## src/rtl/ps2_rx_fifo.sv

```systemverilog
// PS/2 keyboard receiver in the system clock domain.
// Raw pins are synchronised and deglitched, 11-bit frames are checked
// (start, 8 data LSB first, odd parity, stop), E0/F0 prefixes fold into
// flags, and decoded codes are queued in a first-word fall-through FIFO.
module ps2_rx_fifo #(
    parameter int FILTER_LEN     = 8,
    parameter int TIMEOUT_CYCLES = 100000,
    parameter int FIFO_DEPTH     = 8,
    parameter int EXT_DECODE     = 1
) (
    input  logic                              CLK,
    input  logic                              RST_N,
    input  logic                              PS2_CLK,
    input  logic                              PS2_DAT,
    output logic [7:0]                        CODE_OUT,
    output logic                              CODE_EXT,
    output logic                              CODE_BREAK,
    output logic                              CODE_VALID,
    input  logic                              CODE_READY,
    output logic [$clog2(FIFO_DEPTH+1)-1:0]   FIFO_COUNT,
    output logic                              FRAME_ERR,
    output logic                              OVERFLOW
);

    localparam int FW = (FILTER_LEN > 2) ? $clog2(FILTER_LEN) : 1;
    localparam int TW = (TIMEOUT_CYCLES > 2) ? $clog2(TIMEOUT_CYCLES) : 1;
    localparam int AW = (FIFO_DEPTH > 2) ? $clog2(FIFO_DEPTH) : 1;
    localparam int CW = $clog2(FIFO_DEPTH + 1);

    localparam logic [FW-1:0] FLT_ZERO = FW'(0);
    localparam logic [FW-1:0] FLT_ONE  = FW'(1);
    localparam logic [FW-1:0] FLT_MAX  = FW'(FILTER_LEN - 1);
    localparam logic [TW-1:0] TMO_ZERO = TW'(0);
    localparam logic [TW-1:0] TMO_ONE  = TW'(1);
    localparam logic [TW-1:0] TMO_MAX  = TW'(TIMEOUT_CYCLES - 1);
    localparam logic [AW-1:0] PTR_ZERO = AW'(0);
    localparam logic [AW-1:0] PTR_ONE  = AW'(1);
    localparam logic [CW-1:0] CNT_ZERO = CW'(0);
    localparam logic [CW-1:0] CNT_ONE  = CW'(1);
    localparam logic [CW-1:0] CNT_FULL = CW'(FIFO_DEPTH);

    typedef enum logic [1:0] {
        ST_IDLE   = 2'd0,
        ST_DATA   = 2'd1,
        ST_PARITY = 2'd2,
        ST_STOP   = 2'd3
    } state_t;

    // Odd parity holds when data plus parity bit carry an odd number of ones.
    function automatic logic odd_parity_ok(input logic [7:0] data, input logic par);
        return ^{data, par};
    endfunction

    logic [1:0]    clk_sync_r;
    logic [1:0]    dat_sync_r;
    logic          clk_filt_r;
    logic          dat_filt_r;
    logic [FW-1:0] clk_cnt_r;
    logic [FW-1:0] dat_cnt_r;
    logic          fall_r;

    state_t        state_r;
    state_t        state_s;
    logic [2:0]    bit_cnt_r;
    logic [2:0]    bit_cnt_s;
    logic [7:0]    shift_r;
    logic [7:0]    shift_s;
    logic          par_r;
    logic          par_s;
    logic [TW-1:0] tmo_cnt_r;
    logic          byte_ok_s;
    logic          err_s;
    logic          frame_err_r;

    logic          ext_pend_r;
    logic          brk_pend_r;
    logic          ext_pend_s;
    logic          brk_pend_s;
    logic          push_s;
    logic [9:0]    push_data_s;

    logic [9:0]    mem_r [FIFO_DEPTH];
    logic [AW-1:0] wr_ptr_r;
    logic [AW-1:0] rd_ptr_r;
    logic [CW-1:0] count_r;
    logic          overflow_r;
    logic          valid_s;
    logic          full_s;
    logic          pop_s;
    logic          wr_en_s;

    // Two-flop synchronisers for both asynchronous pins (idle level is high).
    always_ff @(posedge CLK) begin
        if (!RST_N) begin
            clk_sync_r <= 2'b11;
            dat_sync_r <= 2'b11;
        end else begin
            clk_sync_r <= {clk_sync_r[0], PS2_CLK};
            dat_sync_r <= {dat_sync_r[0], PS2_DAT};
        end
    end

    // Clock deglitcher; a 1->0 change of the filtered level raises the fall strobe.
    always_ff @(posedge CLK) begin
        if (!RST_N) begin
            clk_filt_r <= 1'b1;
            clk_cnt_r  <= FLT_ZERO;
            fall_r     <= 1'b0;
        end else begin
            fall_r <= 1'b0;
            if (clk_sync_r[1] == clk_filt_r) begin
                clk_cnt_r <= FLT_ZERO;
            end else if (clk_cnt_r == FLT_MAX) begin
                clk_filt_r <= clk_sync_r[1];
                clk_cnt_r  <= FLT_ZERO;
                fall_r     <= clk_filt_r;
            end else begin
                clk_cnt_r <= clk_cnt_r + FLT_ONE;
            end
        end
    end

    // Data deglitcher, same rule as the clock filter.
    always_ff @(posedge CLK) begin
        if (!RST_N) begin
            dat_filt_r <= 1'b1;
            dat_cnt_r  <= FLT_ZERO;
        end else if (dat_sync_r[1] == dat_filt_r) begin
            dat_cnt_r <= FLT_ZERO;
        end else if (dat_cnt_r == FLT_MAX) begin
            dat_filt_r <= dat_sync_r[1];
            dat_cnt_r  <= FLT_ZERO;
        end else begin
            dat_cnt_r <= dat_cnt_r + FLT_ONE;
        end
    end

    // Frame FSM next-state logic: one step per fall strobe, plus timeout abort.
    always_comb begin
        state_s   = state_r;
        bit_cnt_s = bit_cnt_r;
        shift_s   = shift_r;
        par_s     = par_r;
        byte_ok_s = 1'b0;
        err_s     = 1'b0;
        if (fall_r) begin
            case (state_r)
                ST_IDLE: begin
                    if (!dat_filt_r) begin
                        state_s   = ST_DATA;
                        bit_cnt_s = 3'd0;
                    end else begin
                        state_s = ST_IDLE;
                    end
                end
                ST_DATA: begin
                    shift_s = {dat_filt_r, shift_r[7:1]};
                    if (bit_cnt_r == 3'd7) begin
                        state_s = ST_PARITY;
                    end else begin
                        bit_cnt_s = bit_cnt_r + 3'd1;
                    end
                end
                ST_PARITY: begin
                    par_s   = dat_filt_r;
                    state_s = ST_STOP;
                end
                ST_STOP: begin
                    state_s = ST_IDLE;
                    if (odd_parity_ok(shift_r, par_r) && dat_filt_r) begin
                        byte_ok_s = 1'b1;
                    end else begin
                        err_s = 1'b1;
                    end
                end
                default: begin
                    state_s = ST_IDLE;
                end
            endcase
        end else if ((state_r != ST_IDLE) && (tmo_cnt_r == TMO_MAX)) begin
            state_s = ST_IDLE;
            err_s   = 1'b1;
        end else begin
            state_s = state_r;
        end
    end

    // Frame FSM registers and the one-cycle error pulse.
    always_ff @(posedge CLK) begin
        if (!RST_N) begin
            state_r     <= ST_IDLE;
            bit_cnt_r   <= 3'd0;
            shift_r     <= 8'h00;
            par_r       <= 1'b0;
            frame_err_r <= 1'b0;
        end else begin
            state_r     <= state_s;
            bit_cnt_r   <= bit_cnt_s;
            shift_r     <= shift_s;
            par_r       <= par_s;
            frame_err_r <= err_s;
        end
    end

    // Inactivity counter: held at zero while idle, restarted by each fall strobe.
    always_ff @(posedge CLK) begin
        if (!RST_N) begin
            tmo_cnt_r <= TMO_ZERO;
        end else if (fall_r || (state_r == ST_IDLE)) begin
            tmo_cnt_r <= TMO_ZERO;
        end else if (tmo_cnt_r != TMO_MAX) begin
            tmo_cnt_r <= tmo_cnt_r + TMO_ONE;
        end else begin
            tmo_cnt_r <= tmo_cnt_r;
        end
    end

    // Prefix folding: E0/F0 only set flags, any other good byte is queued.
    always_comb begin
        push_s      = 1'b0;
        push_data_s = {ext_pend_r, brk_pend_r, shift_r};
        ext_pend_s  = ext_pend_r;
        brk_pend_s  = brk_pend_r;
        if (err_s) begin
            ext_pend_s = 1'b0;
            brk_pend_s = 1'b0;
        end else if (byte_ok_s) begin
            if ((EXT_DECODE != 0) && (shift_r == 8'hE0)) begin
                ext_pend_s = 1'b1;
            end else if ((EXT_DECODE != 0) && (shift_r == 8'hF0)) begin
                brk_pend_s = 1'b1;
            end else begin
                push_s     = 1'b1;
                ext_pend_s = 1'b0;
                brk_pend_s = 1'b0;
            end
        end else begin
            push_s = 1'b0;
        end
    end

    // Prefix flag registers.
    always_ff @(posedge CLK) begin
        if (!RST_N) begin
            ext_pend_r <= 1'b0;
            brk_pend_r <= 1'b0;
        end else begin
            ext_pend_r <= ext_pend_s;
            brk_pend_r <= brk_pend_s;
        end
    end

    assign valid_s = (count_r != CNT_ZERO);
    assign full_s  = (count_r == CNT_FULL);
    assign pop_s   = valid_s & CODE_READY;
    assign wr_en_s = push_s & (~full_s | pop_s);

    // FIFO storage; contents are only meaningful below the occupancy count.
    always_ff @(posedge CLK) begin
        if (wr_en_s) begin
            mem_r[wr_ptr_r] <= push_data_s;
        end
    end

    // FIFO pointers, occupancy and the drop-on-full pulse.
    always_ff @(posedge CLK) begin
        if (!RST_N) begin
            wr_ptr_r   <= PTR_ZERO;
            rd_ptr_r   <= PTR_ZERO;
            count_r    <= CNT_ZERO;
            overflow_r <= 1'b0;
        end else begin
            overflow_r <= push_s & full_s & ~pop_s;
            if (wr_en_s) begin
                wr_ptr_r <= wr_ptr_r + PTR_ONE;
            end
            if (pop_s) begin
                rd_ptr_r <= rd_ptr_r + PTR_ONE;
            end
            case ({wr_en_s, pop_s})
                2'b10:   count_r <= count_r + CNT_ONE;
                2'b01:   count_r <= count_r - CNT_ONE;
                default: count_r <= count_r;
            endcase
        end
    end

    // Head presentation: zeros whenever the FIFO is empty.
    always_comb begin
        CODE_OUT   = 8'h00;
        CODE_EXT   = 1'b0;
        CODE_BREAK = 1'b0;
        if (valid_s) begin
            {CODE_EXT, CODE_BREAK, CODE_OUT} = mem_r[rd_ptr_r];
        end else begin
            {CODE_EXT, CODE_BREAK, CODE_OUT} = 10'h000;
        end
    end

    assign CODE_VALID = valid_s;
    assign FIFO_COUNT = count_r;
    assign FRAME_ERR  = frame_err_r;
    assign OVERFLOW   = overflow_r;

endmodule

```

## config.mk

```make
export PLATFORM = sky130hd
export DESIGN_NAME = ps2_rx_fifo
export DESIGN_NICKNAME = d
export VERILOG_FILES = /design/src/rtl/ps2_rx_fifo.sv
export SDC_FILE = /design/constraint.sdc
export NUM_CORES = 1
export LEC_CHECK = 0
export CAP_MARGIN = 20
export CORE_MARGIN = 2
export CORE_UTILIZATION = 27
export CTS_CLUSTER_SIZE = 12
export DETAILED_ROUTE_END_ITERATION = 10
export SLEW_MARGIN = 20
export SYNTH_ARGS = -nofsm -noshare
export SYNTH_HDL_FRONTEND = slang
export SYNTH_SLANG_ARGS = --single-unit
```

## constraint.sdc

```tcl
create_clock -name CLK -period 3.56 [get_ports CLK]
set_input_delay 0.356 -clock CLK [delete_from_list [all_inputs] [get_ports CLK]]
set_output_delay 0.356 -clock CLK [all_outputs]
set_load 0.02 [all_outputs]
```

==> impl_metrics.tcl <==
set metrics [dict create \
    status "completed" \
    num_rows 55 \
    synth_cell_types 65 \
    first_global_vias 3892 \
    die_h_um 154.9 \
    cp_top_family "XOR/XNOR gates" \
    tightestPinTransition_ns 0.7461 \
    dpl.hpwl_um 7792 \
    cp_cell_sequence "xor2_1, xnor3_2, mux2i_4, nand2b_1, inv_1, ha_1, a21o_1, a21o_1, nor3b_1, mux2_1, o31a_1" \
    core_area_um2 22500 \
    fin_area_um2 7373 \
    fin_util 0.3277 \
    setup_viol 0 \
    portBuffers 21 \
    grt_usage 0.1064 \
    overflow 0 \
    diodes 0 \
    syn_area_per_cell_um2 13.39 \
    holdCritPathClass "register to register" \
    cts_setup_buffers 0 \
    num_vias 3741 \
    dp.cells 762 \
    clk_path_buf_depth 2 \
    timing.final.crit_share 0.9383 \
    synth_top_area_frac 0.3909 \
    async_reset_ff_frac 0 \
    slew_headroom 0.5014 \
    skew_ns 0.008924 \
    drt_iter0_drc 277 \
    syn_area_um2 6146 \
    drive_gt1_frac 0.1827 \
    worst_ep_arrival_time_ns 3.64 \
    peakVddDrop_mv 0.2238 \
    synth_largest_area_cell "edfxtp_1" \
    yosys-top-cells-count "edfxtp_1, dfxtp_1, nand2_1" \
    grt_pass1_wl_um 19900 \
    path_clk_slew_ns 0.06 \
    antenna_found_initial 0 \
    tns_ns 0 \
    die_x_um 154.9 \
    h-tree-depth 4 \
    seq_area_frac_synth 0.5896 \
    clock_latency_ns 0.42 \
    hold_violations 0 \
    yosys_warnings 0 \
    cts_resized 0 \
    drv_cap 0 \
    cts_root_buf "clkbuf_16" \
    slowest_delay_ns 0.53 \
    hold_buffers 0 \
    post_dp_cell_area_um2 6770 \
    synth.net_count 480 \
    synth-edff-count 80 \
    crit_type "register to register" \
    cp_max_fo 12 \
    instances_no_fill 794 \
    p_per_area_nw_per_um2 498.9 \
    cp-end-kind "register" \
    wl_per_cell_um 15.01 \
    gp_congestion 0.7602 \
    ys_ff_latch 141 \
    start_util 0.2731 \
    synth_flop_cell "edfxtp_1" \
    yosysMostFrequentCell "edfxtp_1" \
    cts_buffers 17 \
    power.leakage_nw 2.473 \
    drt_first_pass_iters 4 \
    cts_tree "yes" \
    worst-path-buf-inv 1 \
    max_freq_ghz 0.2994 \
    synthToLayoutAreaGrowth_pct 19.97 \
    rsz0062_at_grt "no" \
    dieArea_um2 23980 \
    fin_nets 517 \
    io_pins 22 \
    cts_sinks 141 \
    required_ns 3.86 \
    routed_wl_um 11920 \
    vias_per_cell 4.712 \
    ant_nets 0 \
    grt_start_max_net_pins 45 \
    netlist_instances 459 \
    crit_path_top_delay_cell "dfxtp_1" \
    fin_crit_ns 3.340 \
    drv_slew 0 \
    drc_errors 0 \
    synthTopCellsByArea "edfxtp_1, dfxtp_1, mux4_2" \
    cpMostUsedCell "a21o_1" \
    start_kind "register" \
]
layer usage:
metal / vias to the layer above / wire (µm) / GRT usage / part of all wire
li1: 1800 / - / - / -
met1: 1866 / 5546 / 0.1325 / 0.47
met3: 10 / 412 / 0.03148 / 0.035
met4: 0 / 153 / 0.03880 / 0.013
met2: 65 / 5809 / 0.1757 / 0.49
met5: - / 0 / 0 / 0
final timing paths:
check	startpoint	endpoint	slack, ns	depth (start not counted)
hold / removal	dat_sync_r[0]	dat_sync_r[1]	0.41	1
setup / recovery	shift_r[1]	FIFO_COUNT[3]	0.22	11
hold reg to reg	dat_sync_r[0]	dat_sync_r[1]	0.41	1
setup reg to reg	shift_r[1]	FIFO_COUNT[3]	0.22	11
flip-flops by register name, summed over array words and instances, names as in the netlist, 3 cells and up, named ones only:
name and flops:
mem_r 80, bit_cnt_r 3, shift_r 8, wr_ptr_r 3, clk_cnt_r 3, rd_ptr_r 3, tmo_cnt_r 17, dat_cnt_r 3
FIFO_COUNT 4
power by group:
part	total, mW	leakage, nW	internal, mW	switching (mW)
Combinational	0.168	0.926	0.0842	0.0836
Clock	1.79	0.286	1.06	0.739
Sequential	1.72	1.26	1.71	0.00696
Total	3.68	2.47	2.85	0.829
stage by stage:
step / total power, mW / hold WS [ns] / worst slack, ns
5_1_grt: 3.804 / 0.4481 / 0.01353
3_3_place_gp: 1.920 / 0.3917 / 0.3627
4_1_cts: 3.713 / 0.4166 / 0.2023
3_5_place_dp: 1.923 / 0.3997 / 0.2143
2_1_floorplan: 1.860 / 0.3863 / 0.5310
6_report: 3.679 / 0.4140 / 0.2197
worst reg2reg max path, stage by stage, from the launching register on:
cell and delay (ns):
dfxtp_1 0.53, xor2_1 0.20, xnor3_2 0.50, mux2i_4 0.31
nand2b_1 0.20, inv_1 0.07, ha_1 0.28, a21o_1 0.17
a21o_1 0.22, nor3b_1 0.16, mux2_1 0.29, o31a_1 0.29
logic make-up after synthesis:
logic type | count (synthesis) | share of synthesized area
adder cells (fa/ha/maj) | 16 | 0.03379
AND/OR/NAND/NOR | 157 | 0.1431
multiplexers | 44 | 0.1152
buffers and inverters | 30 | 0.02015
XOR/XNOR | 17 | 0.03257
AO/OA/AOI/OAI | 54 | 0.06555
flip-flops | 141 | 0.5896
layout make-up:
| type | count | area, µm² |
|---|---|---|
| tap | 285 | 356.6 |
| clock inverter | 15 | 177.7 |
| clock buffer | 17 | 425.4 |
| multi-input combinational | 288 | 2411 |
| timing repair buffer | 39 | 345.3 |
| fill | 2171 | 15130 |
| sequential | 141 | 3623 |
| inverter | 9 | 33.78 |
placed cells by master, fill, tap and decap left out, drive strengths merged, types with 4 or more instances in the layout:
master	Yosys	final
nor4	4	4
clkdlybuf4s50	0	21
xnor2	11	11
nor3b	5	5
mux2i	23	23
nor2	23	23
or4	4	4
nand4	6	6
nand2b	10	10
and3	7	7
clkbuf	15	17
o21ai	4	4
mux4	20	20
buf	6	18
edfxtp	80	80
or3	5	5
a21boi	15	15
dfxtp	61	61
inv	9	16
and2	9	9
nor3	8	8
nand2	42	42
nand3	20	20
a21oi	15	15
ha	15	15
o31ai	5	5
No activity file was read; power rests on OpenSTA's default activity.
==> patch (config.mk and constraints unchanged) <==
The 4 states of `state_t` get a one-hot encoding in 4 bits.
--- a/src/rtl/ps2_rx_fifo.sv
+++ b/src/rtl/ps2_rx_fifo.sv
@@ -39,11 +39,11 @@
     localparam logic [CW-1:0] CNT_ONE  = CW'(1);
     localparam logic [CW-1:0] CNT_FULL = CW'(FIFO_DEPTH);
 
-    typedef enum logic [1:0] {
-        ST_IDLE   = 2'd0,
-        ST_DATA   = 2'd1,
-        ST_PARITY = 2'd2,
-        ST_STOP   = 2'd3
+    typedef enum logic [3:0] {
+        ST_IDLE   = 4'b0001,
+        ST_DATA   = 4'b0010,
+        ST_PARITY = 4'b0100,
+        ST_STOP   = 4'b1000
     } state_t;
 
     // Odd parity holds when data plus parity bit carry an odd number of ones.
Formal check against the unedited RTL: same outputs for any inputs over 10 cycles, from zero or initial values and one cycle with RST_N low; not proved beyond that.
==> patch against the unedited design <==
  * Wire length decreased by 3.2%
  * Design area decreased by 2.9%
  * Critical endpoint is now FIFO_COUNT[2]$_SDFFE_PN0P_
  * Total power decreased by 0.80%
  * Setup slack improved by 0.21 ns
  * Synthesized area decreased by 2.1%
  * Hold slack got worse by 0.0086 ns
  * Sequential share of layout area increased by 2.0 points
  * Sequential cell count increased by 2
==> patch: results (changes against the unedited design) <==
[clock_tree]
ctsLongestPathBuffers=2  ; unchanged
post_cts_resized=0  ; unchanged
cts.reportedPaths.clkPinSlew_ns=0.06  ; about the same
clk_latency_ns=0.42  ; about the same
clock-root-buffer=clkbuf_16  ; unchanged
numCtsBuffers=17  ; unchanged
htreeDepth=4  ; unchanged
cts_setup_buffers=0  ; unchanged

[setup_path]
critPathMaxFanout=13  ; was 12
critical_path_arrival_ns=3.48  ; was 3.64 ns
slowest_delay_ns=0.62  ; was 0.53 ns
path_delay_family=simple AND/OR/NAND/NOR gates  ; was XOR/XNOR gates
cpMaxStageDelayCell=nor3b_1  ; was dfxtp_1

[timing]
setup_viol=0  ; unchanged
worstMarginPinSlew_ns=0.746  ; about the same
clock_skew_ns=0.0118  ; was 0.00892 ns

[power_and_ir_drop]
p_leak_uw=0.00243  ; was 0.00247 uW
ir_drop_v=0.000332  ; was 0.000224 V

[outcome]
status=finished, final reports clean  ; unchanged

[placed_design]
pre_cts_slack_ns=0.475  ; was 0.214 ns
port_buffers=21  ; unchanged
place_congestion=0.786  ; was 0.760
dp.cells=750  ; was 762
post-dp-hpwl_um=7440  ; was 7790 um

[routing]
top_layer=met4  ; unchanged
wirelength_um=11500  ; was 11900 um
dr_wl_met2_um=5580  ; was 5810 um
met1Wirelength_um=5570  ; was 5550 um
dr_wl_met3_um=249  ; was 412 um
drtPass1Iterations=4  ; unchanged
vias=3637  ; was 3741
drt_iter0_drc=319  ; was 277

[final_layout]
num_antenna_cells=0  ; unchanged
top_regs=mem_r: 80 flops, tmo_cnt_r: 17 flops, shift_r: 8 flops  ; unchanged
fillers=2124  ; was 2171
fin_cells=782  ; was 794
drive_gt1_frac=0.153  ; was 0.183
fin_nets=506  ; was 517

[global_route]
antenna_found_initial=0  ; unchanged
grtUsageTotal=0.106  ; about the same
grt_pass1_wl_um=19500  ; was 19900 um
grt_max_degree=29  ; was 45
grt_pass1_vias=3661  ; was 3892

[synth]
synth.distinct_cells=56  ; was 65
synth_seq_area_share=0.609  ; was 0.590
ys_warn_count=0  ; unchanged
netlist_top_cells_area=edfxtp_1, dfxtp_1, mux4_2  ; unchanged
synthArstFlopShare=0  ; unchanged
syn_nets=470  ; was 480
avgSynthCellArea_um2=13.3  ; was 13.4 um^2
synth_common_cells=edfxtp_1, dfxtp_1, nor2_1, nand2_1, nand3_1  ; was edfxtp_1, dfxtp_1, nand2_1, nor2_1, mux2i_1
yosysMostFrequentCell=edfxtp_1  ; unchanged
synth_edf_count=80  ; unchanged

[worst_hold_path]
hold_path_class=flop to flop  ; unchanged

## patch: cell count changes after synthesis, moves of 5 or more
cell / change
a21boi_0: -13
nor3_1: +8
a21oi_1: +8
nand2_1: -12
xor2_1: +8
a21oi_2: -5
nor2_1: +19
## patch: area by class of cell
type | count | area, um^2 | area share
flip-flops and latches | 143 | 3660 | 0.512
multi-input cells | 284 | 2250 | 0.314
clock buffers | 20 | 467 | 0.0652
well taps | 280 | 350 | 0.0489
repair buffers | 35 | 315 | 0.0440
clock inverters | 12 | 82.6 | 0.0115
inverters | 8 | 30.0 | 0.00419
## patch: final timing paths
path / startpoint / to / slack [ns] / cells past startpoint
max: shift_r[7]$_SDFFE_PN0P_ / FIFO_COUNT[2]$_SDFFE_PN0P_ / 0.43 / 9
min: dat_sync_r[0]$_SDFF_PN1_ / dat_sync_r[1]$_SDFF_PN1_ / 0.41 / 1
max reg2reg: shift_r[7]$_SDFFE_PN0P_ / FIFO_COUNT[2]$_SDFFE_PN0P_ / 0.43 / 9
min reg2reg: dat_sync_r[0]$_SDFF_PN1_ / dat_sync_r[1]$_SDFF_PN1_ / 0.41 / 1
## patch: report_power, final
part           internal [uW]  switching (uW)  leakage (uW)
clock network            947             673      0.000272
registers               1740            12.5       0.00129
logic                    130             149      0.000865
## patch: layer usage
layer	vias up	track usage
met1	1805	0.136
met4	0	0.0423
met5	-	0
met2	54	0.169
li1	1768	-
met3	10	0.0289
## patch: cell families (layout without fill, tap and decap cells)
logic type	count (synthesis)	in the layout	share of synthesized area
AO/OA/AOI/OAI	45	45	0.0538
buffers and inverters	26	75	0.0195
XOR/XNOR	26	26	0.0453
multiplexers	41	41	0.111
AND/OR/NAND/NOR	160	160	0.136
adder cells (fa/ha/maj)	12	12	0.0262
flip-flops	143	143	0.609
## patch: metrics by stage
step	hold WS [ns]	total power (uW)	cell area (um^2)
after floorplan	0.386	1970	6020
after global placement	0.395	2060	6610
after detailed placement	0.397	2070	6610
after CTS	0.411	3700	7160
after global routing	0.430	3780	7160
final	0.405	3650	7160
## patch: worst reg2reg max path, delay by kind of cell (launching register included)
kind            cells  cell delay (ns)
simple gates        5             1.35
flops               1             0.56
mux                 1             0.42
fa+ha+maj           1             0.40
compound gates      1             0.17
xor+xnor            1             0.16
